## config.mk

```make
export PLATFORM = sky130hd
export DESIGN_NAME = mem_port_arbiter_flat
export DESIGN_NICKNAME = d
export VERILOG_FILES = /design/src/rtl/mem_port_arbiter_if.sv /design/src/rtl/mem_port_arbiter.sv /design/src/flat_wrapper.sv
export SDC_FILE = /design/constraint.sdc
export NUM_CORES = 1
export LEC_CHECK = 0
export ABC_CLOCK_PERIOD_IN_PS = 3500
export CORE_ASPECT_RATIO = 0.75
export CORE_MARGIN = 4
export CORE_UTILIZATION = 36
export DETAILED_ROUTE_END_ITERATION = 12
export PLACE_DENSITY_LB_ADDON = 0.2
export SYNTH_ARGS = -nofsm -noshare
export SYNTH_HDL_FRONTEND = slang
export SYNTH_SLANG_ARGS = --single-unit
```

## constraint.sdc

```tcl
create_clock -name clk -period 3.5 [get_ports clk]
set_clock_uncertainty 0.2 [all_clocks]
set_input_delay 0.7 -clock clk [delete_from_list [all_inputs] [get_ports clk]]
set_output_delay 0.7 -clock clk [all_outputs]
set_load 0.005 [all_outputs]
```

## src/rtl/mem_port_arbiter_if.sv

```systemverilog
// -----------------------------------------------------------------------------
// mem_port_arbiter_if
// Bundle of every signal between the BRAM port arbiter, its two requesters
// (fetch stage, load/store stage), the single-port BRAM and the trap logic.
//
// Signal groups:
//   fetch  : if_req, if_addr -> if_gnt, if_rvalid, if_rdata
//   data   : d_req, d_we, d_addr, d_be, d_wdata -> d_gnt, d_rvalid, d_rdata
//   bram   : mem_en, mem_we, mem_idx, mem_wdata -> mem_rdata (1-cycle latency)
//   trap   : trap_ram, trap_src, trap_addr
//
// Modports:
//   slave  : the arbiter (drives grants, responses, BRAM controls, trap)
//   master : the surroundings (requesters plus BRAM)
// -----------------------------------------------------------------------------
interface mem_port_arbiter_if #(
  parameter int IDX_W = 10
);
  // Fetch requester
  logic             if_req;
  logic [31:0]      if_addr;
  logic             if_gnt;
  logic             if_rvalid;
  logic [31:0]      if_rdata;
  // Load/store requester
  logic             d_req;
  logic             d_we;
  logic [31:0]      d_addr;
  logic [3:0]       d_be;
  logic [31:0]      d_wdata;
  logic             d_gnt;
  logic             d_rvalid;
  logic [31:0]      d_rdata;
  // BRAM port
  logic             mem_en;
  logic [3:0]       mem_we;
  logic [IDX_W-1:0] mem_idx;
  logic [31:0]      mem_wdata;
  logic [31:0]      mem_rdata;
  // RAM trap
  logic             trap_ram;
  logic             trap_src;
  logic [31:0]      trap_addr;

  modport slave (
    input  if_req, if_addr, d_req, d_we, d_addr, d_be, d_wdata, mem_rdata,
    output if_gnt, if_rvalid, if_rdata, d_gnt, d_rvalid, d_rdata,
           mem_en, mem_we, mem_idx, mem_wdata, trap_ram, trap_src, trap_addr
  );

  modport master (
    output if_req, if_addr, d_req, d_we, d_addr, d_be, d_wdata, mem_rdata,
    input  if_gnt, if_rvalid, if_rdata, d_gnt, d_rvalid, d_rdata,
           mem_en, mem_we, mem_idx, mem_wdata, trap_ram, trap_src, trap_addr
  );
endinterface

```

## src/rtl/mem_port_arbiter.sv

```systemverilog
// -----------------------------------------------------------------------------
// mem_port_arbiter
// Shares one single-port BRAM between the fetch stage and the load/store stage.
// At most one requester is granted per cycle (data has priority unless fetch
// has been denied STARVE_MAX cycles in a row). The granted access drives the
// BRAM directly; the registered read data is routed back one cycle later to
// the owner of that slot. Misaligned fetches and out-of-range accesses still
// take the slot but never touch the BRAM; they raise trap_ram instead.
//
// Ports:
//   clk  : clock, rising edge
//   rst  : asynchronous active-high reset
//   bus  : mem_port_arbiter_if.slave (requesters, BRAM port, trap outputs)
// -----------------------------------------------------------------------------
module mem_port_arbiter #(
  parameter int DEPTH      = 1024,
  parameter int IDX_W      = 10,
  parameter int STARVE_MAX = 3
) (
  input  logic                  clk,
  input  logic                  rst,
  mem_port_arbiter_if.slave     bus
);

  localparam logic [3:0]  STARVE_LIM = 4'(STARVE_MAX);
  localparam logic [31:0] ADDR_LIM   = 32'(4 * DEPTH);

  typedef enum logic [1:0] {
    OWN_NONE,
    OWN_FETCH,
    OWN_DATA
  } owner_e;

  owner_e           resp_owner_q, resp_owner_d;
  logic             resp_fault_q, resp_fault_d;
  logic             resp_store_q, resp_store_d;
  logic [3:0]       starve_q,     starve_d;
  logic             trap_src_q,   trap_src_d;
  logic [31:0]      trap_addr_q,  trap_addr_d;
  logic [IDX_W-1:0] idx_q,        idx_d;
  logic [31:0]      wdata_q,      wdata_d;

  logic if_fault, d_fault;
  logic if_gnt, d_gnt;
  logic mem_en;
  logic [3:0] mem_we;

  // Fault detection and arbitration. Grants are forced low during reset so
  // no access can slip into the BRAM while state is being cleared.
  always_comb begin
    // NOTE: every signal assigned in a combinational block gets a default
    // first; a path that leaves one unassigned would infer a latch.
    if_fault = (bus.if_addr[1:0] != 2'b00) || (bus.if_addr >= ADDR_LIM);
    d_fault  = (bus.d_addr >= ADDR_LIM);
    if_gnt   = 1'b0;
    d_gnt    = 1'b0;
    if (!rst) begin
      if (bus.if_req && (!bus.d_req || (starve_q == STARVE_LIM))) begin
        if_gnt = 1'b1;
      end else if (bus.d_req) begin
        d_gnt = 1'b1;
      end
    end
  end

  // Next state for the response slot, trap record, BRAM port and starve count.
  always_comb begin
    resp_owner_d = OWN_NONE;
    resp_fault_d = 1'b0;
    resp_store_d = 1'b0;
    trap_src_d   = trap_src_q;
    trap_addr_d  = trap_addr_q;
    idx_d        = idx_q;
    wdata_d      = wdata_q;
    mem_en       = 1'b0;
    mem_we       = 4'h0;

    // Count consecutive denied fetch cycles; any grant or idle fetch clears it.
    if (bus.if_req && !if_gnt) begin
      starve_d = (starve_q == STARVE_LIM) ? STARVE_LIM : starve_q + 4'd1;
    end else begin
      starve_d = 4'd0;
    end

    if (if_gnt) begin
      resp_owner_d = OWN_FETCH;
      resp_fault_d = if_fault;
      idx_d        = bus.if_addr[IDX_W+1:2];
      wdata_d      = bus.d_wdata;
      mem_en       = !if_fault;
      if (if_fault) begin
        trap_src_d  = 1'b0;
        trap_addr_d = bus.if_addr;
      end
    end else if (d_gnt) begin
      resp_owner_d = OWN_DATA;
      resp_fault_d = d_fault;
      resp_store_d = bus.d_we;
      idx_d        = bus.d_addr[IDX_W+1:2];
      wdata_d      = bus.d_wdata;
      mem_en       = !d_fault;
      mem_we       = (bus.d_we && !d_fault) ? bus.d_be : 4'h0;
      if (d_fault) begin
        trap_src_d  = 1'b1;
        trap_addr_d = bus.d_addr;
      end
    end
  end

  // NOTE: all registers, including the held BRAM index/write data, are cleared
  // by the async reset so nothing observable is X after reset; the BRAM array
  // itself lives outside and is never reset.
  always_ff @(posedge clk or posedge rst) begin
    if (rst) begin
      resp_owner_q <= OWN_NONE;
      resp_fault_q <= 1'b0;
      resp_store_q <= 1'b0;
      starve_q     <= 4'd0;
      trap_src_q   <= 1'b0;
      trap_addr_q  <= 32'h0;
      idx_q        <= '0;
      wdata_q      <= 32'h0;
    end else begin
      // NOTE: sequential state uses non-blocking assignments so every
      // register samples the pre-edge values of the others.
      resp_owner_q <= resp_owner_d;
      resp_fault_q <= resp_fault_d;
      resp_store_q <= resp_store_d;
      starve_q     <= starve_d;
      trap_src_q   <= trap_src_d;
      trap_addr_q  <= trap_addr_d;
      idx_q        <= idx_d;
      wdata_q      <= wdata_d;
    end
  end

  // Grants and BRAM controls are combinational; index/write data hold when
  // nothing is granted because *_d defaults to the held value.
  assign bus.if_gnt    = if_gnt;
  assign bus.d_gnt     = d_gnt;
  assign bus.mem_en    = mem_en;
  assign bus.mem_we    = mem_we;
  assign bus.mem_idx   = idx_d;
  assign bus.mem_wdata = wdata_d;

  // Responses: owner's rvalid one cycle after its grant; read data only for
  // non-faulting loads/fetches, zero otherwise.
  assign bus.if_rvalid = (resp_owner_q == OWN_FETCH);
  assign bus.d_rvalid  = (resp_owner_q == OWN_DATA);
  assign bus.if_rdata  = (bus.if_rvalid && !resp_fault_q) ? bus.mem_rdata : 32'h0;
  assign bus.d_rdata   = (bus.d_rvalid && !resp_fault_q && !resp_store_q) ?
                         bus.mem_rdata : 32'h0;
  assign bus.trap_ram  = resp_fault_q;
  assign bus.trap_src  = trap_src_q;
  assign bus.trap_addr = trap_addr_q;

endmodule

```

## src/flat_wrapper.sv

```systemverilog
// flat-port wrapper written by rule: the top's interface ports become plain ports
module mem_port_arbiter_flat 
#(
  parameter int DEPTH      = 1024,
  parameter int IDX_W      = 10,
  parameter int STARVE_MAX = 3
)
  (clk, rst, bus_if_req, bus_if_addr, bus_d_req, bus_d_we, bus_d_addr, bus_d_be, bus_d_wdata, bus_mem_rdata, bus_if_gnt, bus_if_rvalid, bus_if_rdata, bus_d_gnt, bus_d_rvalid, bus_d_rdata, bus_mem_en, bus_mem_we, bus_mem_idx, bus_mem_wdata, bus_trap_ram, bus_trap_src, bus_trap_addr);
  mem_port_arbiter_if #(.IDX_W(IDX_W)) bus_i ();
  input  logic clk;
  input  logic rst;
  input wire logic [$bits(bus_i.if_req)-1:0] bus_if_req;
  input wire logic [$bits(bus_i.if_addr)-1:0] bus_if_addr;
  input wire logic [$bits(bus_i.d_req)-1:0] bus_d_req;
  input wire logic [$bits(bus_i.d_we)-1:0] bus_d_we;
  input wire logic [$bits(bus_i.d_addr)-1:0] bus_d_addr;
  input wire logic [$bits(bus_i.d_be)-1:0] bus_d_be;
  input wire logic [$bits(bus_i.d_wdata)-1:0] bus_d_wdata;
  input wire logic [$bits(bus_i.mem_rdata)-1:0] bus_mem_rdata;
  output wire logic [$bits(bus_i.if_gnt)-1:0] bus_if_gnt;
  output wire logic [$bits(bus_i.if_rvalid)-1:0] bus_if_rvalid;
  output wire logic [$bits(bus_i.if_rdata)-1:0] bus_if_rdata;
  output wire logic [$bits(bus_i.d_gnt)-1:0] bus_d_gnt;
  output wire logic [$bits(bus_i.d_rvalid)-1:0] bus_d_rvalid;
  output wire logic [$bits(bus_i.d_rdata)-1:0] bus_d_rdata;
  output wire logic [$bits(bus_i.mem_en)-1:0] bus_mem_en;
  output wire logic [$bits(bus_i.mem_we)-1:0] bus_mem_we;
  output wire logic [$bits(bus_i.mem_idx)-1:0] bus_mem_idx;
  output wire logic [$bits(bus_i.mem_wdata)-1:0] bus_mem_wdata;
  output wire logic [$bits(bus_i.trap_ram)-1:0] bus_trap_ram;
  output wire logic [$bits(bus_i.trap_src)-1:0] bus_trap_src;
  output wire logic [$bits(bus_i.trap_addr)-1:0] bus_trap_addr;
  assign bus_i.if_req = bus_if_req;
  assign bus_i.if_addr = bus_if_addr;
  assign bus_i.d_req = bus_d_req;
  assign bus_i.d_we = bus_d_we;
  assign bus_i.d_addr = bus_d_addr;
  assign bus_i.d_be = bus_d_be;
  assign bus_i.d_wdata = bus_d_wdata;
  assign bus_i.mem_rdata = bus_mem_rdata;
  assign bus_if_gnt = bus_i.if_gnt;
  assign bus_if_rvalid = bus_i.if_rvalid;
  assign bus_if_rdata = bus_i.if_rdata;
  assign bus_d_gnt = bus_i.d_gnt;
  assign bus_d_rvalid = bus_i.d_rvalid;
  assign bus_d_rdata = bus_i.d_rdata;
  assign bus_mem_en = bus_i.mem_en;
  assign bus_mem_we = bus_i.mem_we;
  assign bus_mem_idx = bus_i.mem_idx;
  assign bus_mem_wdata = bus_i.mem_wdata;
  assign bus_trap_ram = bus_i.trap_ram;
  assign bus_trap_src = bus_i.trap_src;
  assign bus_trap_addr = bus_i.trap_addr;
  mem_port_arbiter #(.DEPTH(DEPTH), .IDX_W(IDX_W), .STARVE_MAX(STARVE_MAX)) u_core (.clk(clk), .rst(rst), .bus(bus_i));
endmodule
```

==> results of run 1 <==
-- per-stage QoR --
step	total power (W)	std cells	hold WS, ps	setup TNS [ps]
after global placement	0.00205	811	261	-4390
final	0.00300	832	272	0
after global routing	0.00315	832	297	-43.3
after detailed placement	0.00208	811	262	-5390
after CTS	0.00299	828	275	-1.89
after floorplan	0.00148	384	249	0
-- flip-flops by register name, indices dropped and copies added, names as in the netlist --
name	flops
u_core.starve_q	4
u_core.wdata_q	32
u_core.resp_owner_q	2
u_core.bus.trap_addr	32
u_core.bus.trap_ram	1
u_core.idx_q	10
u_core.bus.trap_src	1
u_core.resp_store_q	1
-- power by group through the flow --
stage | logic [W] | clock network (W) | registers [W]
after detailed placement | 0.000898 | 0 | 0.00118
after global routing | 0.000961 | 0.00101 | 0.00118
final | 0.000898 | 0.000940 | 0.00117
after floorplan | 0.000305 | 0 | 0.00117
after CTS | 0.000864 | 0.000958 | 0.00116
after global placement | 0.000881 | 0 | 0.00117
-- cells in the mapped netlist --
| cell | count | area (µm²) |
|---|---|---|
| nand2_1 | 15 | 56.3 |
| mux2_1 | 4 | 45.0 |
| nand2b_1 | 3 | 18.8 |
| xor2_1 | 1 | 8.76 |
| o211ai_1 | 10 | 75.1 |
| nor4_1 | 9 | 56.3 |
| nor2_1 | 13 | 48.8 |
| and3_1 | 4 | 25.0 |
| o21a_1 | 22 | 165 |
| and2_1 | 75 | 469 |
| nor2b_1 | 3 | 18.8 |
| buf_2 | 7 | 35.0 |
| nand3_1 | 1 | 5.00 |
| o31ai_1 | 1 | 7.51 |
| or4_4 | 1 | 11.3 |
| mux2_2 | 28 | 315 |
| o22a_2 | 3 | 30.0 |
| inv_1 | 3 | 11.3 |
| nor2_2 | 1 | 6.26 |
| ha_1 | 1 | 12.5 |
| buf_6 | 7 | 78.8 |
| o31ai_4 | 1 | 21.3 |
| and4bb_1 | 1 | 12.5 |
| o21ai_4 | 1 | 16.3 |
| or2_4 | 1 | 8.76 |
| nand2_4 | 1 | 11.3 |
| nor3_1 | 1 | 5.00 |
| o22a_1 | 19 | 166 |
| o32a_1 | 10 | 100 |
| or3b_1 | 1 | 8.76 |
| a21oi_1 | 33 | 165 |
| clkbuf_1 | 13 | 48.8 |
| a21o_1 | 1 | 7.51 |
| clkinv_2 | 1 | 5.00 |
| nand4_1 | 2 | 12.5 |
| nor3b_1 | 1 | 7.51 |
| nand3b_1 | 1 | 7.51 |
| inv_4 | 1 | 6.26 |
| dfrtp_1 | 83 | 2080 |
-- layout make-up --
| class | count | area, µm² | share of cell area |
|---|---|---|---|
| clock inverters | 4 | 50.0 | 0.00639 |
| clock buffers | 12 | 246 | 0.0315 |
| inverters | 5 | 23.8 | 0.00304 |
| well taps | 140 | 175 | 0.0224 |
| multi-input cells | 269 | 2050 | 0.262 |
| repair buffers | 319 | 3210 | 0.409 |
| flip-flops and latches | 83 | 2080 | 0.265 |
-- layer usage --
layer	wire (µm)	vias to the layer above	global-route usage
met5	0	-	0
met4	442	0	0.0767
met3	909	32	0.0636
met2	8220	170	0.397
met1	6020	2018	0.240
li1	-	1988	-
-- worst min-delay path, stage by stage, from the launching register on --
cell and delay [ps]:
dfrtp_1 340, nand2_1 50, nand2_1 50
-- cell families after synthesis --
kind of cell,synth area share
simple gates,0.189
compound gates,0.180
flops,0.496
buf+inv,0.0442
mux,0.0860
xor+xnor,0.00209
fa+ha+maj,0.00299
-- repair_timing --
action	4_1_cts	5_1_grt
endpoints found under the setup margin	47	39
cloned	1	2
hold buffers	0	0
pin swaps	1	9
hold endpoints to repair	0	0
gates resized for setup	53	51
buffers inserted	0	2
-- final timing paths --
kind | from | end | slack [ps]
worst max-delay path | bus_d_addr[13] | bus_mem_we[1] | 20
worst min-delay path | u_core.bus.trap_src$_DFFE_PP0P_ | u_core.bus.trap_src$_DFFE_PP0P_ | 270
worst max register to register | u_core.starve_q[0]$_DFF_PP0_ | u_core.bus.trap_addr[20]$_DFFE_PP0P_ | 1060
worst min register to register | u_core.bus.trap_src$_DFFE_PP0P_ | u_core.bus.trap_src$_DFFE_PP0P_ | 270
max in group asynchronous | rst | u_core.idx_q[6]$_DFF_PP0_ | 1960
min in group asynchronous | rst | u_core.wdata_q[22]$_DFF_PP0_ | 490
==> flow_summary_export.csv, run 1 <==
group,metric,value,unit
pwr,pwr-share-comb,0.299,
synthesis,synth.distinct_cells,39,
final_layout,fin_util,0.702,
placed_design,dpl_cell_area,7320,µm²
routing,drcViolationCount,0,
synthesis,syn_inst,384,
synthesis,synth_warnings,0,
routing,ant_nets,0,
pwr,power.internal,0.00225,W
critical_path,cp_slowest_stage_delay,490,ps
critical_path,cp_max_fo,5,
sta,fmax,288,MHz
pwr,ir_drop,0.385,mV
critical_path,crit_cells,7,
clock_network,clock_latency,330,ps
routing,vias,4208,
clock_network,cts_root_buf,"clkbuf_16",
placed_design,dp_slack,-176,ps
routing,drt-total-wl,15600,µm
sta,report.final.hold_viol_count,0,
grt,antenna_found_initial,0,
flow_run,cap_violations,0,
synthesis,yosysSeqAreaShare,0.496,
floorplan,die_area,13400,µm²
sta,worst_slew_pin_slew,573,ps
clock_network,htree_num_levels,3,
critical_path,worstPathBufferInverterCount,3,
grt,grt_max_degree,54,
final_layout,fillers,814,
clock_network,cts_tree,"built",
critical_path,worstPathCellList,"clkdlybuf4s50_1 -> nor4_4 -> nand4_1 -> nor2_2 -> buf_4 -> and3_1 -> clkdlybuf4s50_1",
clock_network,cts_buffer_depth,2,
critical_path,cpMostUsedCell,"clkdlybuf4s50_1",
worst_hold_path,hold_path.class,"flop to flop",
final_layout,final_nets,825,
floorplan,die_h,101,µm
final_layout,layout-drive-gt1-share,0.152,
synthesis,syn_area,4190,µm²
pwr,power.density,384,nW/µm²
floorplan,dieWidth,133,µm
routing,drt-initial-drc-count,166,
routing,firstDrtPassIters,4,
grt,grt_first_pass_wirelength,22900,µm
pwr,sequentialPowerShare,0.388,
pwr,p_sw,0.000756,W
final_layout,final_common_cell,"clkdlybuf4s50_1",
final_layout,final_cell_mix,"clkdlybuf4s50_1, dfrtp_1, and2_1",
routing,post_drt_via_cell_ratio,5.06,
sta,relSlewSlack,0.618,
floorplan,placeableCoreArea,11100,µm²
routing,post_drt_wl_per_cell,18.7,µm
critical_path,cpLargestDelayFamily,"buffers and inverters",
placed_design,gp_congestion,0.866,
clock_network,clkTransAtPathRegs,50,ps
grt,grt_pass1_vias,4313,
critical_path,required,2600,ps
critical_path,critPathArrivalTime,2580,ps
final_layout,antennaDiodeCount,0,
status,outcome,"complete, no violations",
grt,grtUsageTotal,0.215,
synthesis,syn_area_per_cell,10.9,µm²
pwr,p_leak,3.32,nW
critical_path,cp-end-kind,"output pin",
synthesis,syn_nets,522,
critical_path,r2r.worst_path.cells,10,
sta,post-route-period-util,0.993,
final_layout,area_growth,87.0,%
sta,setup_viol,0,
pwr,sw_frac_of_total,0.252,
grt,grt-ovfl-total,0,
clock_network,cts_buffers,9,
worst_hold_path,min_path_cells,2,
critical_path,criticalPathCategory,"input port to output pin",
critical_path,slowest_stage,"clkdlybuf4s50_1",
floorplan,num_rows,33,
placed_design,hpwl,11900,µm
sta,setup_ws,23.5,ps
final_layout,final_area,7830,µm²
critical_path,start_kind,"input port",
pwr,p_clk_frac,0.313,
synthesis,ys_seq_elements,83,
placed_design,port_buffers,285,
clock_network,clock_sinks,83,
sta,slew_violations,0,
sta,period_needed,3480,ps
floorplan,initial_utilization,0.376,
floorplan,pin_count,286,
No activity file was read; power rests on OpenSTA's default activity.
==> inputs of run 2 (changes only) <==
--- a/config.mk
+++ b/config.mk
@@ -11,6 +11,7 @@
 export CORE_UTILIZATION = 36
 export DETAILED_ROUTE_END_ITERATION = 12
 export PLACE_DENSITY_LB_ADDON = 0.2
+export SLEW_MARGIN = 20
 export SYNTH_ARGS = -nofsm -noshare
 export SYNTH_HDL_FRONTEND = slang
 export SYNTH_SLANG_ARGS = --single-unit
==> results of run 2 <==
No change in the layout: final DEF, timing and power equal those of run 1.
